### config.mk
export PLATFORM = sky130hd
export DESIGN_NAME = eth_dma_tx_ring_master
export DESIGN_NICKNAME = d
export VERILOG_FILES = /design/src/rtl/eth_dma_tx_ring_master_pkg.sv /design/src/rtl/eth_dma_tx_ring_master_counters.sv /design/src/rtl/eth_dma_tx_ring_master.sv
export SDC_FILE = /design/constraint.sdc
export NUM_CORES = 1
export LEC_CHECK = 0
export ABC_AREA = 1
export ABC_CLOCK_PERIOD_IN_PS = 2230
export CAP_MARGIN = 10
export CORE_MARGIN = 1
export CORE_UTILIZATION = 39
export DETAILED_ROUTE_END_ITERATION = 16
export PLACE_DENSITY = 0.72
export SKIP_LAST_GASP = 1
export SYNTH_ARGS = -nofsm -noshare
export SYNTH_HDL_FRONTEND = slang
export SYNTH_SLANG_ARGS = --single-unit
### constraint.sdc
create_clock -name clk -period 2.23 [get_ports clk]
set_input_delay 0.223 -clock clk [delete_from_list [all_inputs] [get_ports clk]]
set_output_delay 0.223 -clock clk [all_outputs]
set_load 0.02 [all_outputs]
### src/rtl/eth_dma_tx_ring_master_pkg.sv
// ============================================================================
// Module : eth_dma_tx_ring_master_pkg
// Desc   : Shared TX ring types, master FSM states and MAC header-tag helper.
// Rev    : 1.0  initial parametrised multi-PID release
// ============================================================================
`default_nettype none

package eth_dma_tx_ring_master_pkg;

  localparam int c_pid_w    = 3;
  localparam int c_npid_max = 1 << c_pid_w;

  typedef enum logic [2:0] {
    tx_none        = 3'd0,
    tx_start_empty = 3'd1,
    tx_start       = 3'd2,
    slot_start     = 3'd3,
    tx_data        = 3'd4,
    tx_end         = 3'd5
  } eth_tx_stype_t;

  typedef struct packed {
    logic [c_pid_w-1:0] pid;
    logic [12:0]        len;
  } eth_tx_header_t;

  typedef struct packed {
    eth_tx_header_t header;
    logic [31:0]    payload;
  } eth_tx_msg_t;

  typedef struct packed {
    eth_tx_stype_t stype;
    eth_tx_msg_t   msg;
  } eth_tx_ring_data_type;

  typedef enum logic [1:0] {
    S_WAIT_START = 2'd0,
    S_WAIT_DONE  = 2'd1,
    S_HOLD       = 2'd2,
    S_FLUSH      = 2'd3
  } eth_tx_master_state_t;

  localparam logic [3:0] c_default_mac_pid_mask = 4'b0001;

  // Start beats from masked PIDs are promoted to tx_start; all other tx_start become slot_start.
  function automatic eth_tx_stype_t tag_stype(input eth_tx_stype_t      stype,
                                              input logic [c_pid_w-1:0] pid,
                                              input int                 npid,
                                              input logic [c_npid_max-1:0] mask);
    logic hit;
    hit = (int'(pid) < npid) && mask[pid];
    if ((stype == tx_start || stype == slot_start) && hit) return tx_start;
    if (stype == tx_start && !hit) return slot_start;
    return stype;
  endfunction

endpackage

`default_nettype wire

### src/rtl/eth_dma_tx_ring_master_counters.sv
// ============================================================================
// Module : eth_tx_pid_counters
// Desc   : Per-PID wrapping frame counters, packed PID p at [p*CNT_W +: CNT_W].
// Rev    : 1.0  initial release
// ============================================================================
`default_nettype none

module eth_tx_pid_counters
  import eth_dma_tx_ring_master_pkg::*;
#(
  parameter int NPID  = 4,
  parameter int CNT_W = 16
) (
  input  logic                    clk,
  input  logic                    reset,
  input  logic                    i_en,
  input  logic [c_pid_w-1:0]      i_pid,
  output logic [NPID*CNT_W-1:0]   o_frames_sent
);

  generate
    for (genvar p = 0; p < NPID; p++) begin : g_cnt
      logic [CNT_W-1:0] r_cnt;

      always_ff @(posedge clk) begin
        if (reset) begin
          r_cnt <= '0;
        end else if (i_en && (i_pid == c_pid_w'(p))) begin
          r_cnt <= r_cnt + 1'b1;
        end
      end

      assign o_frames_sent[p*CNT_W +: CNT_W] = r_cnt;
    end
  endgenerate

endmodule

`default_nettype wire

### src/rtl/eth_dma_tx_ring_master.sv
// ============================================================================
// Module : eth_dma_tx_ring_master
// Desc   : TX ring master: forwards returning frames to the MAC, reissues token.
// Rev    : 1.0  multi-PID, back-pressure, watchdog and frame-timeout release
// ============================================================================
`default_nettype none

module eth_dma_tx_ring_master
  import eth_dma_tx_ring_master_pkg::*;
#(
  parameter int              NPID          = 4,
  parameter logic [NPID-1:0] MAC_PID_MASK  = NPID'(c_default_mac_pid_mask),
  parameter int              TOKEN_TIMEOUT = 1024,
  parameter int              FRAME_TIMEOUT = 4096,
  parameter int              FLUSH_CYCLES  = 16,
  parameter int              CNT_W         = 16
) (
  input  logic                  clk,
  input  logic                  reset,
  input  eth_tx_ring_data_type  tx_ring_in,
  input  logic                  mac_tx_ready,
  output eth_tx_ring_data_type  tx_to_mac,
  output eth_tx_ring_data_type  tx_ring_out,
  output logic                  token_regen,
  output logic                  timeout_err,
  output logic [NPID*CNT_W-1:0] frames_sent
);

  localparam int c_wd_w = $clog2(TOKEN_TIMEOUT + 1);
  localparam int c_fr_w = $clog2(FRAME_TIMEOUT + 1);
  localparam int c_fl_w = $clog2(FLUSH_CYCLES + 1);
  localparam logic [c_npid_max-1:0] c_mask_ext = c_npid_max'(MAC_PID_MASK);

  eth_tx_master_state_t r_state, w_state_nxt;
  logic [c_wd_w-1:0]    r_wdog, w_wdog_nxt;
  logic [c_fr_w-1:0]    r_frame, w_frame_nxt;
  logic [c_fl_w-1:0]    r_flush, w_flush_nxt, w_flush_inc;
  eth_tx_stype_t        w_ring_stype;
  eth_tx_ring_data_type w_mac;
  logic                 w_regen, w_terr;
  logic                 w_is_none, w_is_token, w_is_beat, w_is_start, w_cnt_en;

  assign w_is_none   = (tx_ring_in.stype == tx_none);
  assign w_is_token  = (tx_ring_in.stype == tx_start_empty);
  assign w_is_beat   = !w_is_none && !w_is_token;
  assign w_is_start  = (tx_ring_in.stype == tx_start) || (tx_ring_in.stype == slot_start);
  assign w_cnt_en    = w_is_start && (r_state != S_FLUSH);
  assign w_flush_inc = r_flush + 1'b1;

  always_comb begin
    w_state_nxt  = r_state;
    w_wdog_nxt   = r_wdog;
    w_frame_nxt  = r_frame;
    w_flush_nxt  = '0;
    w_ring_stype = tx_none;
    w_regen      = 1'b0;
    w_terr       = 1'b0;
    case (r_state)
      S_WAIT_START: begin
        if (w_is_beat) begin
          w_state_nxt = S_WAIT_DONE;
          w_frame_nxt = '0;
        end else if (w_is_token) begin
          w_ring_stype = tx_start_empty;
          w_wdog_nxt   = '0;
        end else if (r_wdog == c_wd_w'(TOKEN_TIMEOUT - 1)) begin
          w_ring_stype = tx_start_empty;
          w_regen      = 1'b1;
          w_wdog_nxt   = '0;
        end else begin
          w_wdog_nxt = r_wdog + 1'b1;
        end
      end
      S_WAIT_DONE: begin
        w_frame_nxt = r_frame + 1'b1;
        // Frame completion is checked first so it beats a coincident timeout.
        if (w_is_none) begin
          if (mac_tx_ready) begin
            w_ring_stype = tx_start_empty;
            w_state_nxt  = S_WAIT_START;
            w_wdog_nxt   = '0;
          end else begin
            w_state_nxt = S_HOLD;
          end
        end else if (r_frame == c_fr_w'(FRAME_TIMEOUT - 1)) begin
          w_terr      = 1'b1;
          w_state_nxt = S_FLUSH;
        end
      end
      S_HOLD: begin
        if (mac_tx_ready && w_is_none) begin
          w_ring_stype = tx_start_empty;
          w_state_nxt  = S_WAIT_START;
          w_wdog_nxt   = '0;
        end
      end
      S_FLUSH: begin
        if (w_is_none) begin
          w_flush_nxt = w_flush_inc;
          if (w_flush_inc == c_fl_w'(FLUSH_CYCLES)) w_state_nxt = S_HOLD;
        end
      end
      default: w_state_nxt = S_WAIT_DONE;
    endcase
  end

  always_comb begin
    w_mac       = tx_ring_in;
    w_mac.stype = tag_stype(tx_ring_in.stype, tx_ring_in.msg.header.pid, NPID, c_mask_ext);
    if (r_state == S_FLUSH) w_mac = '0;
  end

  always_ff @(posedge clk) begin
    if (reset) begin
      r_state     <= S_WAIT_DONE;
      r_wdog      <= '0;
      r_frame     <= '0;
      r_flush     <= '0;
      tx_ring_out <= '0;
      tx_to_mac   <= '0;
      token_regen <= 1'b0;
      timeout_err <= 1'b0;
    end else begin
      r_state           <= w_state_nxt;
      r_wdog            <= w_wdog_nxt;
      r_frame           <= w_frame_nxt;
      r_flush           <= w_flush_nxt;
      tx_ring_out.stype <= w_ring_stype;
      tx_ring_out.msg   <= '0;
      tx_to_mac         <= w_mac;
      token_regen       <= w_regen;
      timeout_err       <= w_terr;
    end
  end

  eth_tx_pid_counters #(
    .NPID  (NPID),
    .CNT_W (CNT_W)
  ) u_counters (
    .clk           (clk),
    .reset         (reset),
    .i_en          (w_cnt_en),
    .i_pid         (tx_ring_in.msg.header.pid),
    .o_frames_sent (frames_sent)
  );

endmodule

`default_nettype wire

# --- Yosys cells after proc, flatten, opt, wreduce, memory -nomap -nowiden ---
# Memories as Yosys holds them, arrays and structs flattened.
# Cells that the tools add are included.
# Widths: inputs -> output; s select.
word_totals:
  mem_count: 1
  ram_bits: 0
  latchBits: 0
  mem_bits_ro: 8
  input_bits: 54
  word_cells: 113
  out_inout_bits: 168
  regBits: 199
memory_table:
  columns: ["memory", "depth", "word_bits", "read_ports", "rd_clocked_by_memory_dff", "write_ports", "line_no", "rtl"]
  rows:
  - ["(name not given)", 8, 1, 1, 0, 0, "eth_dma_tx_ring_master_pkg.sv:52", "hit = (int'(pid) < npid) && mask[pid];"]
op_classes:
  magnitude_cmp: 2
  mux: 34
  shift: 0
  n_reduce_logical: 26
  div: 0
  n_addsub: 7
  n_eq_ne: 21
  bitwise: 4
  multipliers: 0
ops:
  columns: ["operator", "n"]
  rows:
  - ["$mux 11", 6]
  - ["$add 16x1->16 const B", 4]
  - ["$pmux 11 s3", 1]
  - ["$pmux 13 s2", 1]
  - ["$ne 2x2->1 const B", 8]
  - ["$mux 2", 7]
  - ["$add 13x1->13 const B", 1]
  - ["$eq 13x12->1 const B", 1]
  - ["$mux 13", 1]
  - ["$eq 3x2->1 const B", 4]
  - ["$mux 1", 12]
  - ["$mux 3", 4]
  - ["$add 11x1->11 const B", 1]
  - ["$eq 11x10->1 const B", 1]
  - ["$logic_and 1x1->1", 10]
  - ["$reduce_and 5->1", 2]
  - ["$pmux 2 s4", 1]
  - ["$eq 3x1->1 const B", 2]
  - ["$logic_not 3->1", 2]
  - ["$reduce_or 3->1", 2]
  - ["$add 5x1->5 const B", 1]
  - ["$eq 5x5->1 const B", 1]
  - ["$eq 2x2->1 const B", 2]
  - ["$lt 3x4->1 const B", 1]
  - ["13 further kinds", 18]

# --- Depth between registers and ports, before layout ---
depth:
  depth_word: 9
  ltp_mapped: 11

# --- By module ---
# From an unflattened synthesis, not the netlist that was laid out.
hier_totals:
  cells_unflattened: 991
  hier_area_um2: 7094.3
by_module_without_submodules:
  columns: ["mod", "instances", "cells_each", "area_per_inst_um2", "seq_area_each_um2"]
  rows:
  - ["eth_dma_tx_ring_master", 1, 507, 3806.2, 1701.6]
  - ["eth_tx_pid_counters", 1, 484, 3288.2, 1281.2]

# --- Least setup slack after synthesis ---
# Ideal clock, no wire load.
synth_path:
  path_kind: "reg2reg"
  from: "register u_counters.g_cnt[3].r_cnt[1]"
  to: "register u_counters.g_cnt[3].r_cnt[8]"
  slack_ns: 0.638
  synth_period_minus_slack_ns: 1.592
  setup_ns: 0.129
  arrival_time_ns: 1.463
  path_stages_with_launch: 8
  path_cell_list: "dfxtp_1 -> ha_1 -> nand3_1 -> nor2_2 -> nand2_1 -> nor3_2 -> xnor2_1 -> nor2_1"
synth_between:
  elab_chain_len: 1
synth_lines:
  columns: ["element", "line_no", "rtl"]
  rows:
  - ["start: declaration", "eth_dma_tx_ring_master_counters.sv:23", "logic [CNT_W-1:0] r_cnt;"]
  - ["start signal: assignment", "eth_dma_tx_ring_master_counters.sv:29", "r_cnt <= r_cnt + 1'b1;"]
  - ["$add 16x1->16", "eth_dma_tx_ring_master_counters.sv:29", null]
# No other way between the ends.
# A chain may end at the register's enable or synchronous reset.

# --- Final worst setup path ---
layout_path:
  from: "register r_state[0]"
  to: "register u_counters.g_cnt[0].r_cnt[12]"
layout_between:
  elab_chain_len: 3
layout_lines:
  columns: ["element", "line_no", "rtl"]
  rows:
  - ["start: declaration", "eth_dma_tx_ring_master.sv:34", "eth_tx_master_state_t r_state, w_state_nxt;"]
  - ["start signal: assignment", "eth_dma_tx_ring_master.sv:124", "r_state <= w_state_nxt;"]
  - ["$ne 2x2->1", "eth_dma_tx_ring_master.sv:47", "assign w_cnt_en = w_is_start && (r_state != S_FLUSH);"]
  - ["$logic_and 1x1->1", "eth_dma_tx_ring_master.sv:47", null]
  - ["$logic_and 1x1->1", "eth_dma_tx_ring_master_counters.sv:28", "end else if (i_en && (i_pid == c_pid_w'(p))) begin"]
  - ["end signal: assignment", "eth_dma_tx_ring_master_counters.sv:29", null]
  - ["end: declaration", "eth_dma_tx_ring_master_counters.sv:23", null]
# No other way between the ends.

==> flow_summary_export.csv <==
group,metric,value,unit
run_status,status,"finished clean",
logic_synthesis,postSynth.asyncResetShare,0,%
setup_path,crit_required,2.55,ns
clock_tree,cts_buffers,17,
floorplanning,io_pins,222,
detailed_routing,detail-route-antenna-nets,0,
floorplanning,fp.dieW,138,um
logic_synthesis,synth_fa_ha_area_share,2.27,%
power_and_ir_drop,power_switching,0.00230,W
clock_tree,h-tree-depth,4,
floorplanning,die_area,18900,um^2
logic_synthesis,synth_top_family_by_area,"simple AND/OR/NAND/NOR gates",
detailed_routing,wl_per_cell,12.0,um
layout,diodes,0,
setup_path,crit_fanout,11,
logic_synthesis,synthMuxAreaShare,0,%
logic_synthesis,avgSynthCellArea,7.31,um^2
power_and_ir_drop,cellPowerDensity,777,nW/um^2
detailed_routing,viasPerCell,4.57,
power_and_ir_drop,switching_share,30.9,%
placement,place_hpwl,12.6,mm
clock_tree,clk-insertion-delay-late,0.43,ns
timing,fin_crit_sh,84.5,%
timing,fmax,530,MHz
power_and_ir_drop,combPwrFrac,20.6,%
clock_tree,clk_pin_slew,0.07,ns
min_path,holdCritPathClass,"input pin to flop",
setup_path,crit_arrival,2.20,ns
logic_synthesis,ys_ff_latch,149,
floorplanning,start_util,39.9,%
logic_synthesis,synth.area.top_cells,"dfxtp_1 42%, nand2_1 9.2%, nor2_1 8.1%",
logic_synthesis,netlist_area,7170,um^2
placement,numPortBuffers,171,
timing,rsz0062_at_grt,"false",
timing,relSlewSlack,64.7,%
grt,antenna_found_initial,0,
grt,grt_max_degree,27,
logic_synthesis,synth_top_area_share,41.6,%
clock_tree,cts-root-buf,"clkbuf_16",
clock_tree,cts_buffer_depth,2,
grt,gr-total-overflow,0,
timing,hold_viol,0,
layout,postLayoutCoreUtil,53.3,%
timing,setup_viol,0,
setup_path,worst-setup-path-type,"flop to flop",
setup_path,critPathCaptureType,"flop",
detailed_routing,drc_errors,0,
layout,area_growth,33.5,%
grt,grt_pass1_wl,25.7,mm
logic_synthesis,synth_ff_type,"dfxtp_1",
clock_tree,cts_setup_buffers,0,
logic_synthesis,synth_area_leader_cell,"dfxtp_1",
layout,final_common_cell,"nand2_1",
clock_tree,clock-sinks,149,
logic_synthesis,synth_edf_count,0,
timing,fin_setup_tns,0,ns
detailed_routing,drtIter0Drc,235,
power_and_ir_drop,irDropWorstVdd,0.640,mV
power_and_ir_drop,clkPwrFrac,40.0,%
logic_synthesis,synth-simple-area-share,31.8,%
timing,fin_crit,1.89,ns
logic_synthesis,yosysSeqAreaShare,41.6,%
layout,final_cell_mix,"175 x nand2_1, 171 x clkdlybuf4s50_1, 154 x nor2_1",
power_and_ir_drop,p_seq_share,39.4,%
power_and_ir_drop,p_int,0.00514,W
layout,nets,1230,
timing,clock-skew-final,0.00906,ns
floorplanning,coreArea,18000,um^2
logic_synthesis,yosys_warnings,0,
logic_synthesis,synthXorXnorAreaFrac,1.34,%
floorplanning,rows,49,
detailed_routing,dr.pass1.iters,4,
timing,tightest_slew,0.529,ns
power_and_ir_drop,leakage,3.88,nW
logic_synthesis,ys_types,50,
setup_path,start_kind,"flop",
clock_tree,tritoncts,"done",
detailed_routing,vias,6421,
power_and_ir_drop,total_power,0.00744,W
grt,grt_pass1_vias,5545,
clock_tree,cts_resized,0,
run,maxCapViolations,0,
detailed_routing,finalWirelength,16.9,mm
grt,grtUsageTotal,17.4,%
floorplanning,die_y,138,um
clock_tree,cts_hold_buf,0,
placement,gp_congestion,0.883,
timing,finalMaxSlewViolations,0,
logic_synthesis,syn-instance-count,981,
layout,drive_above_1_share,8.42,%
logic_synthesis,synth_compound_area_share,8.22,%
worst max-delay path, stage by stage, from the launching register on:
cell and delay [ns]:
dfxtp_1 0.34, ha_1 0.20, buf_4 0.17, inv_1 0.10
nand3_1 0.18, nor2_4 0.22, buf_4 0.21, nand4_1 0.12
o21ai_0 0.17, a21oi_1 0.05
layer usage:
metal / up-vias / wire length, um / global-route usage [%]
met3: 18 / 1270 / 6.00
met4: 0 / 195 / 5.98
li1: 3349 / - / -
met2: 157 / 7990 / 28.4
met5: - / 0 / 0
met1: 2897 / 7440 / 21.1
logic make-up after synthesis:
group,Yosys count
other,1
flip-flops,149
buffers and inverters,218
AND/OR/NAND/NOR,477
XOR/XNOR,11
adder cells (fa/ha/maj),13
AO/OA/AOI/OAI,112
cell type report:
cell class	instances	area, um^2
clock buffers	17	425
clock inverters	15	185
fillers	1698	8390
inverters	149	577
multi-input cells	663	3320
flip-flops and latches	149	2980
well taps	229	287
repair buffers	183	1800
state kept, by name, summed over array words and instances (netlist names):
signal / cells
r_wdog: 11
token_regen: 1
timeout_err: 1
r_state: 2
r_frame: 13
tx_ring_out: 1
r_flush: 5
u_counters.g_cnt.r_cnt: 64
tx_to_mac: 51
power groups by stage:
stage,Clock (W),Sequential (W),Combinational (W)
3_3_place_gp,0,0.00298,0.00152
4_1_cts,0.00306,0.00293,0.00155
3_5_place_dp,0,0.00299,0.00154
5_1_grt,0.00316,0.00295,0.00168
2_1_floorplan,0,0.00317,0.000885
6_report,0.00298,0.00293,0.00153
path summary, 6_finish.rpt:
kind                                startpoint                             to  slack (ns)  cells past startpoint
worst max-delay path                r_state[0]  u_counters.g_cnt[0].r_cnt[12]        0.34                      9
worst min-delay path            tx_ring_in[30]                  tx_to_mac[30]        0.30                      3
worst max register to register      r_state[0]  u_counters.g_cnt[0].r_cnt[12]        0.34                      9
worst min register to register      r_frame[4]                     r_frame[4]        0.46                      2
cells in the mapped netlist (all sizes together) (3+ instances only):
master    n
xor2      7
nand4    23
nand3    58
inv     146
o21ai    37
nor3     29
dfxtp   149
nor2    170
nand2   185
xnor2     4
nor4      4
a31oi     3
ha       13
clkbuf   10
clkinv    3
a21oi    65
buf      59
metrics by stage:
step / hold WS (ns) / cells / worst slack, ns / cell area (um^2)
floorplan: 0.335 / 1030 / 0.638 / 7350
global placement: 0.436 / 1373 / 0.294 / 8960
detailed placement: 0.442 / 1373 / 0.257 / 8960
CTS: 0.283 / 1405 / 0.354 / 9570
global route: 0.305 / 1405 / 0.228 / 9570
finish: 0.305 / 1405 / 0.345 / 9570
No activity file was read; power rests on OpenSTA's default activity.
